==> src/rtl/disp_mem_writer_pkg.sv <==
// Shared types and default sizes for the display-RAM burst writer.
package disp_mem_writer_pkg;

  localparam int DEF_WIDTH        = 4;
  localparam int DEF_DATA_WIDTH   = 8;
  localparam int DEF_RST_ADDR_END = 5;

  typedef enum logic [1:0] {
    ST_IDLE  = 2'd0,
    ST_WRITE = 2'd1,
    ST_SYNC  = 2'd2
  } wr_state_e;

endpackage

==> src/rtl/disp_mem_writer_wr_ptr.sv <==
// Loadable write-address pointer with increment, enable and end-of-window compare.
module disp_wr_ptr
  import disp_mem_writer_pkg::*;
#(
  parameter int WIDTH = DEF_WIDTH
) (
  input  logic             i_clk,
  input  logic             i_rst_n,
  input  logic             i_en,
  input  logic             i_load,
  input  logic             i_inc,
  input  logic [WIDTH-1:0] i_load_val,
  input  logic [WIDTH-1:0] i_end,
  output logic [WIDTH-1:0] o_ptr,
  output logic             o_at_end
);

  logic [WIDTH-1:0] ptr_q, ptr_d;

  // Load takes priority; the increment wraps naturally at 2^WIDTH.
  always_comb begin
    ptr_d = ptr_q;
    if (i_en) begin
      if (i_load) begin
        ptr_d = i_load_val;
      end else if (i_inc) begin
        ptr_d = ptr_q + WIDTH'(1);
      end
    end
  end

  always_ff @(posedge i_clk) begin
    if (!i_rst_n) begin
      ptr_q <= '0;
    end else begin
      ptr_q <= ptr_d;
    end
  end

  assign o_ptr    = ptr_q;
  assign o_at_end = (ptr_q == i_end);

endmodule

==> src/rtl/disp_mem_writer.sv <==
// Burst writer into display RAM; publishes the new scan window once the burst is written.
// Define DISP_WR_FRAME_SYNC_EN to hold publication until the scanner's frame-boundary strobe.
module disp_mem_writer
  import disp_mem_writer_pkg::*;
#(
  parameter int WIDTH        = DEF_WIDTH,
  parameter int DATA_WIDTH   = DEF_DATA_WIDTH,
  parameter int RST_ADDR_END = DEF_RST_ADDR_END
) (
  input  logic                  i_clk,
  input  logic                  i_rst_n,
  input  logic                  i_start,
  input  logic [WIDTH-1:0]      i_addr_begin,
  input  logic [WIDTH-1:0]      i_addr_end,
  input  logic                  i_valid,
  input  logic [DATA_WIDTH-1:0] i_data,
  output logic                  o_ready,
  output logic                  o_we,
  output logic [WIDTH-1:0]      o_waddr,
  output logic [DATA_WIDTH-1:0] o_wdata,
  input  logic                  i_rd_overflow,
  output logic [WIDTH-1:0]      o_win_begin,
  output logic [WIDTH-1:0]      o_win_end,
  output logic                  o_busy,
  output logic                  o_done
);

  wr_state_e             state_q, state_d;
  logic [WIDTH-1:0]      begin_q, begin_d;
  logic [WIDTH-1:0]      end_q, end_d;
  logic [WIDTH-1:0]      waddr_q, waddr_d;
  logic [DATA_WIDTH-1:0] wdata_q, wdata_d;
  logic [WIDTH-1:0]      win_begin_q, win_begin_d;
  logic [WIDTH-1:0]      win_end_q, win_end_d;
  logic                  we_q, we_d;
  logic                  done_q, done_d;

  logic                  xfer;
  logic                  publish;
  logic                  ptr_load;
  logic                  ptr_inc;
  logic                  at_end;
  logic [WIDTH-1:0]      ptr;

  // Ready is a pure state decode, so a transfer never depends combinationally on o_ready logic.
  assign xfer     = i_valid && (state_q == ST_WRITE);
  assign ptr_load = (state_q == ST_IDLE) && i_start;
  assign ptr_inc  = xfer && !at_end;

`ifdef DISP_WR_FRAME_SYNC_EN
  assign publish = (state_q == ST_SYNC) && i_rd_overflow;
`else
  logic unused_rd_overflow;
  assign unused_rd_overflow = i_rd_overflow;
  assign publish = (state_q == ST_SYNC);
`endif

  disp_wr_ptr #(
    .WIDTH(WIDTH)
  ) u_ptr (
    .i_clk     (i_clk),
    .i_rst_n   (i_rst_n),
    .i_en      (ptr_load || ptr_inc),
    .i_load    (ptr_load),
    .i_inc     (ptr_inc),
    .i_load_val(i_addr_begin),
    .i_end     (end_q),
    .o_ptr     (ptr),
    .o_at_end  (at_end)
  );

  always_comb begin
    state_d     = state_q;
    begin_d     = begin_q;
    end_d       = end_q;
    we_d        = 1'b0;
    waddr_d     = waddr_q;
    wdata_d     = wdata_q;
    win_begin_d = win_begin_q;
    win_end_d   = win_end_q;
    done_d      = 1'b0;
    case (state_q)
      ST_IDLE: begin
        if (i_start) begin
          begin_d = i_addr_begin;
          end_d   = i_addr_end;
          state_d = ST_WRITE;
        end
      end
      ST_WRITE: begin
        if (xfer) begin
          we_d    = 1'b1;
          waddr_d = ptr;
          wdata_d = i_data;
          if (at_end) begin
            state_d = ST_SYNC;
          end
        end
      end
      ST_SYNC: begin
        if (publish) begin
          win_begin_d = begin_q;
          win_end_d   = end_q;
          done_d      = 1'b1;
          state_d     = ST_IDLE;
        end
      end
      default: state_d = ST_IDLE;
    endcase
  end

  always_ff @(posedge i_clk) begin
    if (!i_rst_n) begin
      state_q     <= ST_IDLE;
      begin_q     <= '0;
      end_q       <= '0;
      we_q        <= 1'b0;
      waddr_q     <= '0;
      wdata_q     <= '0;
      win_begin_q <= '0;
      win_end_q   <= WIDTH'(RST_ADDR_END);
      done_q      <= 1'b0;
    end else begin
      state_q     <= state_d;
      begin_q     <= begin_d;
      end_q       <= end_d;
      we_q        <= we_d;
      waddr_q     <= waddr_d;
      wdata_q     <= wdata_d;
      win_begin_q <= win_begin_d;
      win_end_q   <= win_end_d;
      done_q      <= done_d;
    end
  end

  assign o_ready     = (state_q == ST_WRITE);
  assign o_busy      = (state_q != ST_IDLE);
  assign o_we        = we_q;
  assign o_waddr     = waddr_q;
  assign o_wdata     = wdata_q;
  assign o_win_begin = win_begin_q;
  assign o_win_end   = win_end_q;
  assign o_done      = done_q;

endmodule
==> config.mk <==
export PLATFORM = sky130hd
export DESIGN_NAME = disp_mem_writer
export DESIGN_NICKNAME = d
export VERILOG_FILES = /design/src/rtl/disp_mem_writer_pkg.sv /design/src/rtl/disp_mem_writer_wr_ptr.sv /design/src/rtl/disp_mem_writer.sv
export SDC_FILE = /design/constraint.sdc
export NUM_CORES = 1
export LEC_CHECK = 0
export ABC_AREA = 1
export CELL_PAD_IN_SITES_DETAIL_PLACEMENT = 1
export CELL_PAD_IN_SITES_GLOBAL_PLACEMENT = 1
export CORE_ASPECT_RATIO = 0.8
export CORE_MARGIN = 4
export CORE_UTILIZATION = 35
export DETAILED_ROUTE_END_ITERATION = 10
export PLACE_DENSITY_LB_ADDON = 0.25
export SLEW_MARGIN = 20
export SYNTH_ARGS = -nofsm -noshare
export SYNTH_HDL_FRONTEND = slang
export SYNTH_HIERARCHICAL = 1
export SYNTH_SLANG_ARGS = --single-unit
==> constraint.sdc <==
create_clock -name i_clk -period 2.1 [get_ports i_clk]
set_input_delay 0.42 -clock i_clk [delete_from_list [all_inputs] [get_ports i_clk]]
set_output_delay 0.42 -clock i_clk [all_outputs]
set_load 0.005 [all_outputs]
After elaboration in Yosys (flattened, before gate mapping)

Index checks and enable logic that the tools add are counted.

Bits in read-only memories: 0
Output and inout port bits: 24
Flip-flop bits (word level): 36
Memories: 0
RAM bits: 0
Bits in latches: 0
Bits of input ports: 21
Logic and storage cells: 38

Bitwise operators: 0
Reduce and logical (&&, ||, !) cells: 13
Equality and inequality tests: 6
Divide/modulo/power cells: 0
Shift-type cells: 0
Add/sub/neg operators: 1
$lt $le $gt $ge: 0
Multiplexer cells: 8
Multiply operators: 0

Operators with widths:

| operator                                                         | count |
|---|---|
| 4-bit two-way mux                                                | 2 |
| 2-bit AND reduction                                              | 4 |
| 2-bit two-way mux                                                | 3 |
| 4-bit by 1-bit adder with 4-bit output (second input constant)   | 1 |
| 4-bit == test                                                    | 1 |
| 2-bit by 1-bit != test with 1-bit output (second input constant) | 2 |
| 2-bit one-hot mux with 2 select lines                            | 1 |
| 2-bit nonzero test                                               | 2 |
| 1-bit logical AND                                                | 3 |
| 3-bit AND reduction                                              | 1 |
| 2-bit by 1-bit == test with 1-bit output (second input constant) | 1 |
| 2-bit == test (second input constant)                            | 1 |
| 2-bit logical NOT                                                | 1 |
| 1-bit two-way mux                                                | 2 |
| 2-bit != test (second input constant)                            | 1 |
| 1-bit logical NOT                                                | 1 |
| 1-bit logical OR                                                 | 1 |

Longest topological paths before layout

Gate-level depths: netlist of run 1.

Word-level depth: 5
Mapped depth: 8
Mapped depth without buffers: 8

By module

Netlist of run 1, hierarchy kept.

Modules (own cells, without submodules):

| module          | times used | cells an instance | area each (um2) | sequential area each (um2) |
|---|---|---|---|---|
| disp_mem_writer | 1          | 185               | 1281.2          | 640.6 |
| disp_wr_ptr     | 1          | 44                | 281.5           | 80.1 |

Worst setup path before layout of run 1

Ideal clock, no wire load.

Path type: input port to flip-flop
Start: in i_start
End: reg u_ptr.ptr_q[1], in the netlist u_ptr/o_ptr[1]
Buffers on the path: 1
Cell stages on the path: 8
Setup time: 0.113 ns
Arrival: 1.442 ns
Path slack: 0.545 ns
Data required time: 1.987 ns
Cell sequence: clkbuf_1 inv_1 nor2_1 inv_1 nand2_1 nand2_1 o21ai_1 nor2_1

Cells in the longest elaborated chain, start to end: 3
Elaborated cells between the ends (all ways): 5
Those cells by class: mux: 1; reduce/logical: 4

Ends and longest elaborated chain:

| what                                                                           | line                         | RTL |
|---|---|---|
| start: declaration                                                             | disp_mem_writer.sv:12        | `input logic i_start,` |
| 1-bit logical AND (*)                                                          | disp_mem_writer.sv:47        | `assign ptr_load = (state_q == ST_IDLE) && i_start;` |
| via ptr_load                                                                   | disp_mem_writer.sv:40        | `logic ptr_load;` |
| 2-bit nonzero test (no source line) / 1-bit logical OR (equally long branches) | --                           |  |
| 2-bit AND reduction (no source line)                                           | --                           |  |
| end signal: assignment                                                         | disp_mem_writer_wr_ptr.sv:36 | `ptr_q <= ptr_d;` |
| end: declaration                                                               | disp_mem_writer_wr_ptr.sv:18 | `logic [WIDTH-1:0] ptr_q, ptr_d;` |

Mark *: on every way through the listed nets, which the timed path passes. The rest lies on a longest branch.
A chain may end at the register's enable or synchronous reset.

Worst setup path in the final report of run 1

Start: reg state_q[0]
End: out o_busy

Cells in the longest elaborated chain, start to end: 1

Ends and longest elaborated chain:

| what                     | line                   | RTL |
|---|---|---|
| start: declaration       | disp_mem_writer.sv:28  | `wr_state_e state_q, state_d;` |
| start signal: assignment | disp_mem_writer.sv:124 | `state_q <= state_d;` |
| 2-bit nonzero test       | disp_mem_writer.sv:137 | `assign o_busy = (state_q != ST_IDLE);` |
| end: declaration         | disp_mem_writer.sv:24  | `output logic o_busy,` |

No other way between the ends.

==> summary.md, run 1 <==
| Metric | Value |
|---|---|
| Status | `completed` |
| Clock Root Buffer | `clkbuf_8` |
| Syn Nets | `around 250` |
| Pins over their slew limit | `0` |
| Post-CTS Setup Bufs | `0` |
| Critical-path top delay cell | `clkdlybuf4s50_1` |
| Row Count | `21` |
| Startpoint Class | `flip-flop` |
| Setup tns final | `0 ns` |
| Chip Width | `82.7 µm` |
| Placed insts | `325` |
| First-pass GRT wire length | `a little over 6000 µm` |
| Leak | `1.01 nW` |
| Layout cells sized above 1 | `0.0652` |
| Primary FF master, synth | `dfxtp_1` |
| Global route overflow | `0` |
| Synth Area in Compound Gates | `0.0761` |
| IO Port Bufs | `43` |
| Hold WC Path Type | `reg -> reg` |
| Crit end category | `output port` |
| Total track usage | `0.145` |
| CTS resizes | `0` |
| Clk pin slew, worst setup/hold paths | `~0.080 ns` |
| Syn Inst Count | `229` |
| Final Wtd Congestion | `0.743` |
| Top post-synthesis cells by count | `nor2_1 (56), nand2_1 (53), dfxtp_1 (36)` |
| Wirelength per Cell | `10.9 µm` |
| Switch Pwr | `~0.00048 W` |
| Clock buffer depth | `2` |
| N_diodes | `0` |
| Top post-synthesis cells by area | `dfxtp_1 (46%), nor2_1 (13%), nand2_1 (13%), inv_1 (7.0%), nand3_1 (4.2%)` |
| Worst slew margin | `0.625` |
| Syn Area/Cell | `6.82 µm²` |
| Num CTS Buffers | `5` |
| Top-count cell post-synth | `nor2_1` |
| CTS tree | `built` |
| Final min period | `1.89 ns` |
| Final worst slack | `around 0.21 ns` |
| Cts hold-fix bufs | `0` |
| Area grow syn2layout | `37.7%` |
| Mux cell area share after synthesis | `0` |
| IO Pins | `45` |
| Register area | `about 720 µm²` |
| Pin count of the biggest net entering global routing | `35` |
| Fmax | `529 MHz` |
| Adder-Cell Fraction of Synth Area | `0.00801` |
| DR vias/cell | `about 4.5` |
| Worst endpoint required time | `1.68 ns` |
| Synthesis Warnings | `6` |
| Core Region | `4260 µm²` |
| Distinct cells, synth | `23` |
| Filler cells | `558` |
| Antenna-violating nets left | `0` |
| Post-Synth XOR/XNOR Area | `0.0224` |
| Drt drc | `0` |
| Switching Fraction | `0.293` |
| Routed wire length | `3620 µm` |
| RSZ-0062 raised after global routing | `false` |
| Max-cap violations | `0` |
| CP max FO | `4` |
| Synthesized flop and latch total | `36` |
| Clk_skew | `0.00883 ns` |
| Final #Nets | `297` |
| Iter 0 DRT Violations | `37` |
| Worst slack, placed | `0.317 ns` |
| Combinational power share | `0.231` |
| Die height | `67.8 µm` |
| Max VDD drop | `0.000375 V` |
| Simple-Gate Fraction of Synth Area | `0.333` |
| Seq/Total Area, Yosys | `0.461` |
| Initial antenna violation count | `0` |
| Fin crit share | `0.900` |
| EDFF count, synth | `0` |
| Clock network power share | `0.287` |
| Crit path arrival time | `1.47 ns` |
| Largest family of logic cells by synthesized area | `simple AND/OR/NAND/NOR gates` |
| Setup violators final | `0` |
| Die Area | `roughly 5600 µm²` |
| CP peak stage delay | `0.53 ns` |
| Via count | `about 1500` |
| Worst-path cell chain | `inv_1 > nand2_1 > clkdlybuf4s50_1` |
| Ys async rst share | `0` |
| Fin area | `2150 µm²` |
| Initial Util | `0.367` |
| H-tree Lvls | `2` |
| Vias in the first global route | `between 1000 and 1500` |
| CTS sink cnt | `36` |
| First drt pass iteration count | `4` |
| Final cell count without fillers | `333` |
| Seq pwr share | `0.482` |
| Internal power | `roughly 0.0012 W` |
| Yosys top cell by area | `dfxtp_1` |
| Worst slew pin tran | `around 0.56 ns` |
| DP Wirelength | `~2700 µm` |
| Post-synth top area share | `0.461` |
| Power density over the cells | `around 770 nW/µm²` |
| Multi-input gate area | `687 µm²` |
| Dpl cell area | `2060 µm²` |
| Kind of critical path | `reg -> out` |
| Mapped Area | `1560 µm²` |
| Latest clock arrival within the worst-skew pair | `0.29 ns` |
| Fin. Hold Viols | `0` |
-- registers in the layout, indices dropped and copies added, names as in the netlist --
name	flops
begin_q	4
end_q	4
o_done	1
o_waddr	4
o_wdata	8
o_we	1
o_win_begin	4
o_win_end	4
state_q	2
u_ptr/o_ptr	4
-- cell type report --
class,instances,share of cell area
clock inverters,3,0.00872
inverters,30,0.0523
multi-input cells,155,0.319
clock buffers,5,0.0320
flip-flops and latches,36,0.335
repair buffers,47,0.220
well taps,57,0.0331
-- critical path, delay by kind of cell (launching register included) --
family	cells	cell delay (ns)
buffers and inverters	2	0.63
and+or+nand+nor	1	0.13
DFF	1	0.43
-- metal layers --
metal / vias to the layer above / wire length (µm) / GRT usage
li1: 787 / - / -
met1: 664 / 1780 / 0.181
met2: 31 / 1580 / 0.235
met3: 7 / 201 / 0.0373
met4: 0 / 59 / 0.0612
met5: - / 0 / 0
-- metrics by stage --
stage,util,power [W],hold slack [ns]
CTS,0.506,0.00168,0.478
finish,0.506,0.00165,0.478
global route,0.506,0.00178,0.503
global placement,0.485,0.00119,0.461
detailed placement,0.485,0.00120,0.458
floorplan,-,0.00103,0.446
-- worst paths after layout --
check | slack [ns] | cells past startpoint | startpoint | endpoint
worst max-delay path | 0.21 | 3 | state_q[0] | o_busy
worst min-delay path | 0.48 | 2 | o_win_end[2] | o_win_end[2]
worst max register to register | 0.45 | 8 | u_ptr/o_ptr[2] | u_ptr/o_ptr[0]
worst min register to register | 0.48 | 2 | o_win_end[2] | o_win_end[2]
-- logic make-up after synthesis --
kind of cell    count (synthesis)
compound gates                 22
xor+xnor                        4
fa+ha+maj                       1
buf+inv                        38
flops                          36
simple gates                  128
-- placed cells by master (no fill, tap or decap) --
master           netlist  final
a21oi_1                9      9
a21oi_2                1      1
buf_12                 0      1
buf_4                  3      3
clkbuf_8               0      5
clkdlybuf4s50_1        0     43
clkinv_2               0      2
clkinv_4               0      1
dfxtp_1               36     36
ha_1                   1      1
inv_1                 29     29
inv_2                  1      1
nand2_1               53     53
nand2_2                1      1
nand3_1               13     13
nand3_4                1      1
nand4_1                1      1
nor2_1                56     56
nor2_2                 1      1
nor3_1                 2      2
o21ai_0                7      7
o21ai_1                3      3
o21ai_2                1      1
o22ai_1                1      1
xnor2_1                2      2
xor2_1                 2      2
-- power by group through the flow --
| stage | logic, W | clock network [W] | registers [W] |
|---|---|---|---|
| after global routing | 0.000436 | 0.000539 | 0.000807 |
| after global placement | 0.000377 | 0 | 0.000809 |
| after floorplan | 0.000224 | 0 | 0.000803 |
| after detailed placement | 0.000385 | 0 | 0.000812 |
| final | 0.000381 | 0.000473 | 0.000795 |
| after CTS | 0.000389 | 0.000497 | 0.000796 |
Note: power is estimated with default switching activity, not from simulation.
==> run 2, diff against run 1 <==
--- a/config.mk
+++ b/config.mk
@@ -6,13 +6,14 @@
 export NUM_CORES = 1
 export LEC_CHECK = 0
 export ABC_AREA = 1
-export CELL_PAD_IN_SITES_DETAIL_PLACEMENT = 1
+export CELL_PAD_IN_SITES_DETAIL_PLACEMENT = 0
 export CELL_PAD_IN_SITES_GLOBAL_PLACEMENT = 1
 export CORE_ASPECT_RATIO = 0.8
 export CORE_MARGIN = 4
 export CORE_UTILIZATION = 35
 export DETAILED_ROUTE_END_ITERATION = 10
 export PLACE_DENSITY_LB_ADDON = 0.25
+export SETUP_SLACK_MARGIN = 0.2
 export SLEW_MARGIN = 20
 export SYNTH_ARGS = -nofsm -noshare
 export SYNTH_HDL_FRONTEND = slang
==> run 2 against run 1 <==
Net effect:
- setup slack better by 0.099 ns
- cell area is 0.41% higher
- routed wire length is 7.4% lower
- combinational power is 2% lower
- cell count stayed put
- maximum frequency is 5.5% higher
- die area stayed put
- sequential power hardly changed
- clock power is 7.4% higher
- global-route usage is 1.0 points lower
- utilization is 0.21 points higher
- total power is 1.7% higher
- critical path type unchanged
==> summary.md, run 2 (synthesis results as in run 1) <==
| Metric | Value |
|---|---|
| Layout cells sized above 1 | `0.0725` |
| Die Area | `5600 µm²` |
| Status | `completed` |
| Leak | `1.01 nW` |
| Clock buffer depth | `2` |
| Pins over their slew limit | `0` |
| Max VDD drop | `0.000308 V` |
| Hold WC Path Type | `reg -> reg` |
| CP max FO | `4` |
| Startpoint Class | `flip-flop` |
| Routed wire length | `3350 µm` |
| Reg2Reg Depth | `8` |
| IO Pins | `45` |
| Worst slew pin tran | `between 0.5 and 0.6 ns` |
| Iter 0 DRT Violations | `38` |
| Wirelength per Cell | `10.1 µm` |
| Total track usage | `0.134` |
| Final #Nets | `297` |
| Multi-input gate area | `687 µm²` |
| Hold WS | `0.476 ns` |
| Antenna-violating nets left | `0` |
| DR vias/cell | `4.37` |
| Crit end category | `output port` |
| Worst endpoint required time | `1.68 ns` |
| Critical-path top delay cell | `clkdlybuf4s50_1` |
| Final worst slack | `0.308 ns` |
| Worst slack, placed | `0.341 ns` |
| Area grow syn2layout | `38.3%` |
| Kind of critical path | `reg -> out` |
| CP peak stage delay | `0.52 ns` |
| WHS Endpoint | `o_win_end[0]` |
| Power density over the cells | `776 nW/µm²` |
| Filler cells | `463` |
| Latest clock arrival within the worst-skew pair | `roughly 0.29 ns` |
| Global route overflow | `0` |
| R2r endpoint | `u_ptr/o_ptr[1]` |
| CTS sink cnt | `36` |
| Crit path arrival time | `1.37 ns` |
| Fin util | `0.508` |
| Most common cell after layout, fill and taps aside | `nor2_1` |
| Fmax | `558 MHz` |
| First drt pass iteration count | `4` |
| Worst Hold Depth | `2` |
| Initial Util | `0.367` |
| Hold_sp | `o_win_end[0]` |
| Critical path buffer and inverter count | `2` |
| Drt drc | `0` |
| Setup violators final | `0` |
| Die height | `67.8 µm` |
| Core Region | `4260 µm²` |
| Max-cap violations | `0` |
| H-tree Lvls | `2` |
| Row Count | `21` |
| Chip Width | `82.7 µm` |
| Clk pin slew, worst setup/hold paths | `0.07 ns` |
| Clk_skew | `0.00699 ns` |
| Number of flip-flops under the largest register name | `8` |
| Top Family by Delay on Critical Path | `buffers and inverters` |
| Worst R2R Start | `u_ptr/o_ptr[2]` |
| Clock Root Buffer | `clkbuf_8` |
| Initial antenna violation count | `0` |
| Post-CTS Setup Bufs | `0` |
| Most frequent cells in the layout | `nor2_1 (56), nand2_1 (53), clkdlybuf4s50_1 (43), dfxtp_1 (34), inv_1 (28)` |
| Final Wtd Congestion | `0.743` |
| N_diodes | `0` |
| CTS tree | `built` |
| Final min period | `1.79 ns` |
| First-pass GRT wire length | `roughly 5700 µm` |
| Pin count of the biggest net entering global routing | `35` |
| DP Wirelength | `2430 µm` |
| Worst slew margin | `0.619` |
| Fin crit share | `0.853` |
| Num CTS Buffers | `5` |
| Fin. Hold Viols | `0` |
| Worst-path cell chain | `inv_1 > nand2_1 > clkdlybuf4s50_1` |
| RSZ-0062 raised after global routing | `false` |
| Setup tns final | `0 ns` |
| Flop2flop setup slack | `0.50 ns` |
| Register area | `723 µm²` |
| Vias in the first global route | `1301` |
| IO Port Bufs | `43` |
| Via count | `1455` |
==> run 2: timing repair <==
| action | in CTS | in global routing |
|---|---|---|
| endpoints found under the setup margin | 0 | 2 |
| hold buffers | 0 | 0 |
| resized for setup | 0 | 3 |
==> run 2: power breakdown <==
part	internal [W]	total (W)	switching (W)
registers	0.000745	0.000795	0.0000494
clock network	0.000266	0.000508	0.000241
logic	0.000190	0.000374	0.000184
total	0.00120	0.00168	0.000475
==> run 2: worst max path at each step <==
stage / start / to / slack (ns) / cells past startpoint
CTS: state_q[0] / o_busy / 0.21 / 3
floorplan: i_start / u_ptr/o_ptr[1] / 0.54 / 8
finish: state_q[0] / o_busy / 0.31 / 3
global route: state_q[0] / o_busy / 0.23 / 3
global placement: i_start / u_ptr/o_ptr[1] / 0.33 / 8
detailed placement: i_start / u_ptr/o_ptr[1] / 0.34 / 8
==> run 2: cell type report <==
class | instances | share of cell area
sequential | 36 | 0.335
multi-input combinational | 155 | 0.318
timing repair buffer | 47 | 0.219
inverter | 30 | 0.0521
clock buffer | 7 | 0.0400
tap | 57 | 0.0330
clock inverter | 1 | 0.00347
==> run 2: worst reg2reg max path, stage by stage, from the launching register on <==
cell and delay [ns]:
dfxtp_1 0.44, xnor2_1 0.14, nand2_1 0.06, nor3_1 0.26
nor2_1 0.10, o21ai_2 0.26, inv_2 0.08, nor2_1 0.09
nor2_1 0.05
==> run 2: routing by layer <==
metal	GRT usage	share of wire	vias to the layer above
met4	0.0673	0.018	0
met1	0.174	0.50	626
li1	-	-	792
met2	0.202	0.42	30
met5	0	0	-
met3	0.0413	0.060	7
==> run 2: metrics by stage <==
stage / instance area, µm² / instances / total power, W
after global routing: 2160 / 333 / 0.00180
after CTS: 2160 / 333 / 0.00170
after detailed placement: 2060 / 325 / 0.00119
after floorplan: 1560 / 229 / 0.00103
after global placement: 2060 / 325 / 0.00119
final: 2160 / 333 / 0.00168
